File: config.mk
export PLATFORM = sky130hd
export DESIGN_NAME = highlight_cursor_controller
export DESIGN_NICKNAME = d
export VERILOG_FILES = /design/src/rtl/highlight_cursor_controller_pkg.sv /design/src/rtl/highlight_cursor_controller_key_debouncer.sv /design/src/rtl/highlight_cursor_controller.sv
export SDC_FILE = /design/constraint.sdc
export NUM_CORES = 1
export LEC_CHECK = 0
export ABC_AREA = 1
export BUFFER_PORTS_ARGS = -buffer_cell sky130_fd_sc_hd__buf_2
export CAP_MARGIN = 20
export CORE_AREA = 3 3 113 115
export DETAILED_ROUTE_END_ITERATION = 10
export DIE_AREA = 0 0 116 118
export GPL_TIMING_DRIVEN = 0
export PLACE_DENSITY = 0.8
export SLEW_MARGIN = 10
export SYNTH_ARGS = -nofsm -noshare
export SYNTH_HDL_FRONTEND = slang
export SYNTH_HIERARCHICAL = 1
export SYNTH_SLANG_ARGS = --single-unit
File: constraint.sdc
create_clock -name CLOCK -period 2.08 [get_ports CLOCK]
set_input_delay 0.624 -clock CLOCK [delete_from_list [all_inputs] [get_ports CLOCK]]
set_output_delay 0.624 -clock CLOCK [all_outputs]
set_load 0.01 [all_outputs]
File: src/rtl/highlight_cursor_controller_pkg.sv
// Shared encodings for the highlight cursor controller: event codes, FSM states
// and product grid geometry.
package highlight_cursor_controller_pkg;

  localparam int GRID_COLS  = 4;
  localparam int GRID_ROWS  = 3;
  localparam int N_PRODUCTS = 12;

  localparam logic [2:0] EV_NONE   = 3'd0;
  localparam logic [2:0] EV_LEFT   = 3'd1;
  localparam logic [2:0] EV_RIGHT  = 3'd2;
  localparam logic [2:0] EV_UP     = 3'd3;
  localparam logic [2:0] EV_DOWN   = 3'd4;
  localparam logic [2:0] EV_SELECT = 3'd5;

  typedef enum logic {
    HIDDEN = 1'b0,
    SHOWN  = 1'b1
  } state_e;

endpackage

File: src/rtl/highlight_cursor_controller_key_debouncer.sv
// One push-button: 2-FF synchroniser, press debounce with a single accept pulse,
// and re-arm only after the button has been stably released.
module highlight_cursor_controller_key_debouncer #(
  parameter int DEBOUNCE_CYCLES = 250000,
  parameter int DEB_CNT_WIDTH   = 18
) (
  input  logic clk_i,
  input  logic rst_ni,
  input  logic key_n_i,
  output logic accept_o
);

  localparam logic [DEB_CNT_WIDTH-1:0] CNT_LAST = DEB_CNT_WIDTH'(DEBOUNCE_CYCLES - 1);
  localparam logic [DEB_CNT_WIDTH-1:0] CNT_ONE  = DEB_CNT_WIDTH'(1);

  logic                     sync1_q, sync2_q;
  logic                     armed_q;
  logic                     accept_q;
  logic [DEB_CNT_WIDTH-1:0] cnt_q;

  // Armed: count consecutive low cycles toward an accept.
  // Disarmed: count consecutive high cycles toward re-arm. Any level change restarts the count.
  always_ff @(posedge clk_i or negedge rst_ni) begin
    if (!rst_ni) begin
      sync1_q  <= 1'b1;
      sync2_q  <= 1'b1;
      armed_q  <= 1'b1;
      accept_q <= 1'b0;
      cnt_q    <= '0;
    end else begin
      sync1_q  <= key_n_i;
      sync2_q  <= sync1_q;
      accept_q <= 1'b0;
      if (armed_q) begin
        if (!sync2_q) begin
          if (cnt_q == CNT_LAST) begin
            accept_q <= 1'b1;
            armed_q  <= 1'b0;
            cnt_q    <= '0;
          end else begin
            cnt_q <= cnt_q + CNT_ONE;
          end
        end else begin
          cnt_q <= '0;
        end
      end else begin
        if (sync2_q) begin
          if (cnt_q == CNT_LAST) begin
            armed_q <= 1'b1;
            cnt_q   <= '0;
          end else begin
            cnt_q <= cnt_q + CNT_ONE;
          end
        end else begin
          cnt_q <= '0;
        end
      end
    end
  end

  assign accept_o = accept_q;

endmodule

File: src/rtl/highlight_cursor_controller.sv
// Button-driven cursor over the product grid; cursor changes commit only on
// FRAME_START so the VGA highlight never tears, and the cursor hides when idle.
module highlight_cursor_controller #(
  parameter int GRID_COLS           = highlight_cursor_controller_pkg::GRID_COLS,
  parameter int GRID_ROWS           = highlight_cursor_controller_pkg::GRID_ROWS,
  parameter int DEBOUNCE_CYCLES     = 250000,
  parameter int DEB_CNT_WIDTH       = 18,
  parameter int IDLE_TIMEOUT_FRAMES = 600
) (
  input  logic        CLOCK,
  input  logic        RESET_N,
  input  logic        KEY_LEFT,
  input  logic        KEY_RIGHT,
  input  logic        KEY_UP,
  input  logic        KEY_DOWN,
  input  logic        KEY_SELECT,
  input  logic        FRAME_START,
  output logic [11:0] HighlightedProductList,
  output logic [3:0]  CursorIndex,
  output logic        CursorVisible,
  output logic        SelectPulse,
  output logic [3:0]  SelectedIndex
);

  import highlight_cursor_controller_pkg::*;

  localparam int COL_W  = $clog2(GRID_COLS);
  localparam int ROW_W  = $clog2(GRID_ROWS);
  localparam int IDLE_W = $clog2(IDLE_TIMEOUT_FRAMES + 1);

  localparam logic [COL_W-1:0]  COL_MAX  = COL_W'(GRID_COLS - 1);
  localparam logic [ROW_W-1:0]  ROW_MAX  = ROW_W'(GRID_ROWS - 1);
  localparam logic [COL_W-1:0]  COL_ONE  = COL_W'(1);
  localparam logic [ROW_W-1:0]  ROW_ONE  = ROW_W'(1);
  localparam logic [IDLE_W-1:0] IDLE_ONE = IDLE_W'(1);
  localparam logic [IDLE_W-1:0] IDLE_END = IDLE_W'(IDLE_TIMEOUT_FRAMES - 1);
  localparam logic [N_PRODUCTS-1:0] LIST_ONE = N_PRODUCTS'(1);

  logic [4:0] accept;
  logic [2:0] acc_ev;

  state_e                  state_q, state_d;
  logic [ROW_W-1:0]        row_q, row_d;
  logic [COL_W-1:0]        col_q, col_d;
  logic [IDLE_W-1:0]       idle_q, idle_d;
  logic [2:0]              pending_q, pending_d;
  logic [3:0]              idx_q, idx_d;
  logic [N_PRODUCTS-1:0]   list_q, list_d;
  logic                    sel_pulse_q, sel_pulse_d;
  logic [3:0]              sel_idx_q, sel_idx_d;

  highlight_cursor_controller_key_debouncer #(
    .DEBOUNCE_CYCLES(DEBOUNCE_CYCLES), .DEB_CNT_WIDTH(DEB_CNT_WIDTH)
  ) u_deb_left (.clk_i(CLOCK), .rst_ni(RESET_N), .key_n_i(KEY_LEFT), .accept_o(accept[0]));
  highlight_cursor_controller_key_debouncer #(
    .DEBOUNCE_CYCLES(DEBOUNCE_CYCLES), .DEB_CNT_WIDTH(DEB_CNT_WIDTH)
  ) u_deb_right (.clk_i(CLOCK), .rst_ni(RESET_N), .key_n_i(KEY_RIGHT), .accept_o(accept[1]));
  highlight_cursor_controller_key_debouncer #(
    .DEBOUNCE_CYCLES(DEBOUNCE_CYCLES), .DEB_CNT_WIDTH(DEB_CNT_WIDTH)
  ) u_deb_up (.clk_i(CLOCK), .rst_ni(RESET_N), .key_n_i(KEY_UP), .accept_o(accept[2]));
  highlight_cursor_controller_key_debouncer #(
    .DEBOUNCE_CYCLES(DEBOUNCE_CYCLES), .DEB_CNT_WIDTH(DEB_CNT_WIDTH)
  ) u_deb_down (.clk_i(CLOCK), .rst_ni(RESET_N), .key_n_i(KEY_DOWN), .accept_o(accept[3]));
  highlight_cursor_controller_key_debouncer #(
    .DEBOUNCE_CYCLES(DEBOUNCE_CYCLES), .DEB_CNT_WIDTH(DEB_CNT_WIDTH)
  ) u_deb_select (.clk_i(CLOCK), .rst_ni(RESET_N), .key_n_i(KEY_SELECT), .accept_o(accept[4]));

  always_comb begin
    acc_ev = EV_NONE;
    if (accept[4])      acc_ev = EV_SELECT;
    else if (accept[0]) acc_ev = EV_LEFT;
    else if (accept[1]) acc_ev = EV_RIGHT;
    else if (accept[2]) acc_ev = EV_UP;
    else if (accept[3]) acc_ev = EV_DOWN;
  end

  // The pending slot consumed on FRAME_START is the value held before this cycle,
  // so an accept landing on FRAME_START waits for the next frame.
  always_comb begin
    state_d     = state_q;
    row_d       = row_q;
    col_d       = col_q;
    idle_d      = idle_q;
    sel_pulse_d = 1'b0;
    sel_idx_d   = sel_idx_q;
    pending_d   = (acc_ev != EV_NONE) ? acc_ev : pending_q;
    if (FRAME_START) begin
      pending_d = acc_ev;
      case (state_q)
        HIDDEN: begin
          if (pending_q != EV_NONE) begin
            state_d = SHOWN;
            idle_d  = '0;
          end
        end
        SHOWN: begin
          idle_d = '0;
          case (pending_q)
            EV_LEFT:   col_d = (col_q == '0)      ? COL_MAX : col_q - COL_ONE;
            EV_RIGHT:  col_d = (col_q == COL_MAX) ? '0      : col_q + COL_ONE;
            EV_UP:     row_d = (row_q == '0)      ? ROW_MAX : row_q - ROW_ONE;
            EV_DOWN:   row_d = (row_q == ROW_MAX) ? '0      : row_q + ROW_ONE;
            EV_SELECT: begin
              sel_pulse_d = 1'b1;
              sel_idx_d   = idx_q;
            end
            default: begin
              // Counter stops at the timeout, so it can never wrap.
              if (idle_q >= IDLE_END) begin
                state_d = HIDDEN;
                idle_d  = '0;
              end else begin
                idle_d = idle_q + IDLE_ONE;
              end
            end
          endcase
        end
        default: state_d = HIDDEN;
      endcase
    end
    idx_d  = 4'(row_d) * 4'(GRID_COLS) + 4'(col_d);
    list_d = (state_d == SHOWN) ? (LIST_ONE << idx_d) : '0;
  end

  always_ff @(posedge CLOCK or negedge RESET_N) begin
    if (!RESET_N) begin
      state_q     <= HIDDEN;
      row_q       <= '0;
      col_q       <= '0;
      idle_q      <= '0;
      pending_q   <= EV_NONE;
      idx_q       <= '0;
      list_q      <= '0;
      sel_pulse_q <= 1'b0;
      sel_idx_q   <= '0;
    end else begin
      state_q     <= state_d;
      row_q       <= row_d;
      col_q       <= col_d;
      idle_q      <= idle_d;
      pending_q   <= pending_d;
      idx_q       <= idx_d;
      list_q      <= list_d;
      sel_pulse_q <= sel_pulse_d;
      sel_idx_q   <= sel_idx_d;
    end
  end

  assign HighlightedProductList = list_q;
  assign CursorIndex            = idx_q;
  assign CursorVisible          = (state_q == SHOWN);
  assign SelectPulse            = sel_pulse_q;
  assign SelectedIndex          = sel_idx_q;

endmodule
==> metrics.md <==
| Metric | Value |
|---|---|
| Logic gate share of total power | 0.076 |
| Final ANT Viol Nets | 0 |
| Vias per inst | 5.21 |
| WP data arrival | 1.02 ns |
| P_leak | 3.79 nW |
| Clock sinks | about 150 |
| Crit path cell chain | buf_2 |
| Clock group share of total power | 0.448 |
| Initial drt markers | 427 |
| Fmax | 610 MHz |
| Share of layout cells above drive strength 1 | 0.174 |
| Max_slew headroom | 0.575 |
| Critical-path maximum fanout | 5 |
| Startpoint Class | flip-flop |
| GRT Util Overall | 0.213 |
| Psw | 1.51 mW |
| Worst reg2reg path startpoint | pending_q[1] |
| Period utilisation layout | 0.788 |
| Placed Instances | around 1100 |
| RSZ-0062 raised after global routing | false |
| Vias in the first global route | 5514 |
| Crit-path slowest cell | dfrtp_1 |
| Largest net degree at the start of global routing | between 70 and 80 |
| Core area | 11900 µm² |
| Finish-stage setup viols | 0 |
| Final hold vios | 0 |
| Initial core utilization | 0.626 |
| Antenna violations before repair | 0 |
| Fin util | 0.704 |
| # nets final | 960 |
| Yosys top cell area share | 0.436 |
| Hold Path Class | input port to async pin |
| Post-DP HPWL | 9.29 mm |
| Post-CTS resize count | 0 |
| Max-cap violations | 0 |
| Deepest clock path buffer count | 2 |
| Die height | 118 µm |
| TritonCTS buffer count | 17 |
| Pins Over Slew Limit | 0 |
| CTS H-tree lvls | 4 |
| Area contributors post-synth | dfrtp_1, nor2_1, nand2_1 |
| Worst reg-to-reg setup slack | between 0.4 and 0.5 ns |
| Full die area | about 14000 µm² |
| Vias | around 5700 |
| Switch share | 0.236 |
| Internal power | a little under 5 mW |
| Design Area, Final | about 8400 µm² |
| Reg2reg end | idle_q[4] |
| Syn-to-layout area delta | 12.5% |
| Skew final | between 0.004 and 0.005 ns |
| Multi-input gate area | 3380 µm² |
| Pwr Density | 763 nW/µm² |
| #FFs+latches synth | between 100 and 150 |
| Count of boundary I/O pins | 30 |
| Syn_nets | 911 |
| Worst Setup End Kind | output pin |
| Filler cells | 933 |
| Std cell rows | 40 |
| Reg area | approximately 3600 µm² |
| Port Buffer Count | 29 |
| CP max stage delay | approximately 0.43 ns |
| Worst-Skew Late Latency | 0.42 ns |
| Post-synth top area cell | dfrtp_1 |
| Worst Setup SP | CursorIndex[0] |
| Die W | 116 µm |
| Residual DRC | 0 |
| # hold bufs at CTS | 0 |
| Setup TNS | 0 ns |
| Cell variety after synth | 32 |
| Post-Layout Cell Count | 1101 |
| Worst-path clk slew | 0.06 ns |
| WHS | 0.222 ns |
| Setup crit end | CursorIndex[0] |
| TritonCTS clock tree | yes |
| Status | finished clean |
| Total Power | 6.40 mW |
| Critical path class | flip-flop to output pin |
| Yosys warning total | 6 |
| Top delay family on crit path | flip-flops |
| Root buffer cell | clkbuf_16 |
| Final RePlAce weighted congestion | 0.922 |
| Pre-CTS setup slack | 0.347 ns |
| Grt total ovfl | 0 |
| Mapped Area | roughly 7500 µm² |
| Cell depth of the worst setup path | 1 |
| Drt pass-1 iters | 6 |
| Post-DP Area | a little under 8000 µm² |
| Fin crit period | 1.64 ns |
| Final worst slack | 0.440 ns |
| Buf+Inv Stages, Crit Path | 1 |
| Avg Synthesized Cell Area | 8.36 µm² |
| Peak VDD IR | 0.643 mV |
| DRT Wirelength | 13.5 mm |
| Seq/Total Area, Yosys | 0.489 |
| Post-CTS Setup Inserts | 0 |
| CP required | 1.46 ns |
| Antenna Cells | 0 |
| Cell count after synthesis | 892 |
| R2R depth | 7 |
| Least-Margin Pin Slew | 0.638 ns |
| Routed len/inst | roughly 12 µm |
| First-pass GRT wire length | between 20 and 25 mm |
| Seq pwr share | 0.476 |
how the worst min path moves through the flow:
stage | to | from
floorplan | CursorIndex[0] | RESET_N
global placement | u_deb_left/sync2_q | u_deb_left/sync1_q
detailed placement | u_deb_right/sync2_q | u_deb_right/sync1_q
CTS | u_deb_left/cnt_q[7] | RESET_N
global route | u_deb_left/cnt_q[7] | RESET_N
finish | u_deb_left/cnt_q[7] | RESET_N
per-layer routing:
metal	routed length [µm]	share of wire	global-route usage
met5	0	0	0
met3	483	0.036	0.0566
met2	6680	0.49	0.351
met4	152	0.011	0.0696
met1	6200	0.46	0.272
power groups by stage:
stage | combinational [mW] | clock (mW) | sequential, mW
floorplan | 0.315 | 0 | 3.09
global placement | 0.464 | 0 | 3.09
detailed placement | 0.491 | 0 | 3.09
CTS | 0.500 | 2.93 | 3.05
global route | 0.572 | 3.05 | 3.06
finish | 0.486 | 2.87 | 3.05
cell usage after synthesis (all sizes together):
cell / count
a21o: 1
a21oi: 19
a31o: 1
a31oi: 12
a41oi: 1
buf: 11
clkinv: 2
dfrtp: 130
dfstp: 15
ha: 11
inv: 87
nand2: 170
nand3: 83
nand4: 24
nor2: 247
nor3: 5
o21ai: 9
o21bai: 10
or2: 1
xnor2: 15
xor2: 38
kinds of logic (layout without fill, tap and decap cells):
| logic type | count (synthesis) | in the layout | share of synthesized area |
|---|---|---|---|
| xor+xnor | 53 | 53 | 0.0673 |
| simple gates | 530 | 530 | 0.323 |
| flops | 145 | 145 | 0.489 |
| buf+inv | 100 | 162 | 0.0575 |
| compound gates | 53 | 53 | 0.0448 |
| fa+ha+maj | 11 | 11 | 0.0185 |
flip-flops by register name, indices dropped and copies added, names as in the netlist, 10 cells and up, named ones only:
register / count
u_deb_right/cnt_q: 18
u_deb_up/cnt_q: 18
u_deb_left/cnt_q: 18
idle_q: 10
u_deb_down/cnt_q: 18
u_deb_select/cnt_q: 18
HighlightedProductList: 12
cell usage in the layout, fill, tap and decap left out, drive strengths merged:
master    count
nor2        247
nand2       170
dfrtp       130
inv          88
nand3        83
buf          41
xor2         38
nand4        24
clkbuf       23
a21oi        19
xnor2        15
dfstp        15
a31oi        12
ha           11
o21bai       10
o21ai         9
clkinv        8
nor3          5
a41oi         1
or2           1
a21o          1
a31o          1
bufinv        1
clkinvlp      1
cell type report:
cell class | count | share of cell area
Buffer | 11 | 0.0110
Tap cell | 147 | 0.0219
Inverter | 89 | 0.0401
Clock buffer | 23 | 0.0582
Clock inverter | 9 | 0.00955
Multi-Input combinational cell | 647 | 0.403
Timing Repair Buffer | 30 | 0.0213
Sequential cell | 145 | 0.435
No activity file was read; power rests on OpenSTA's default activity.
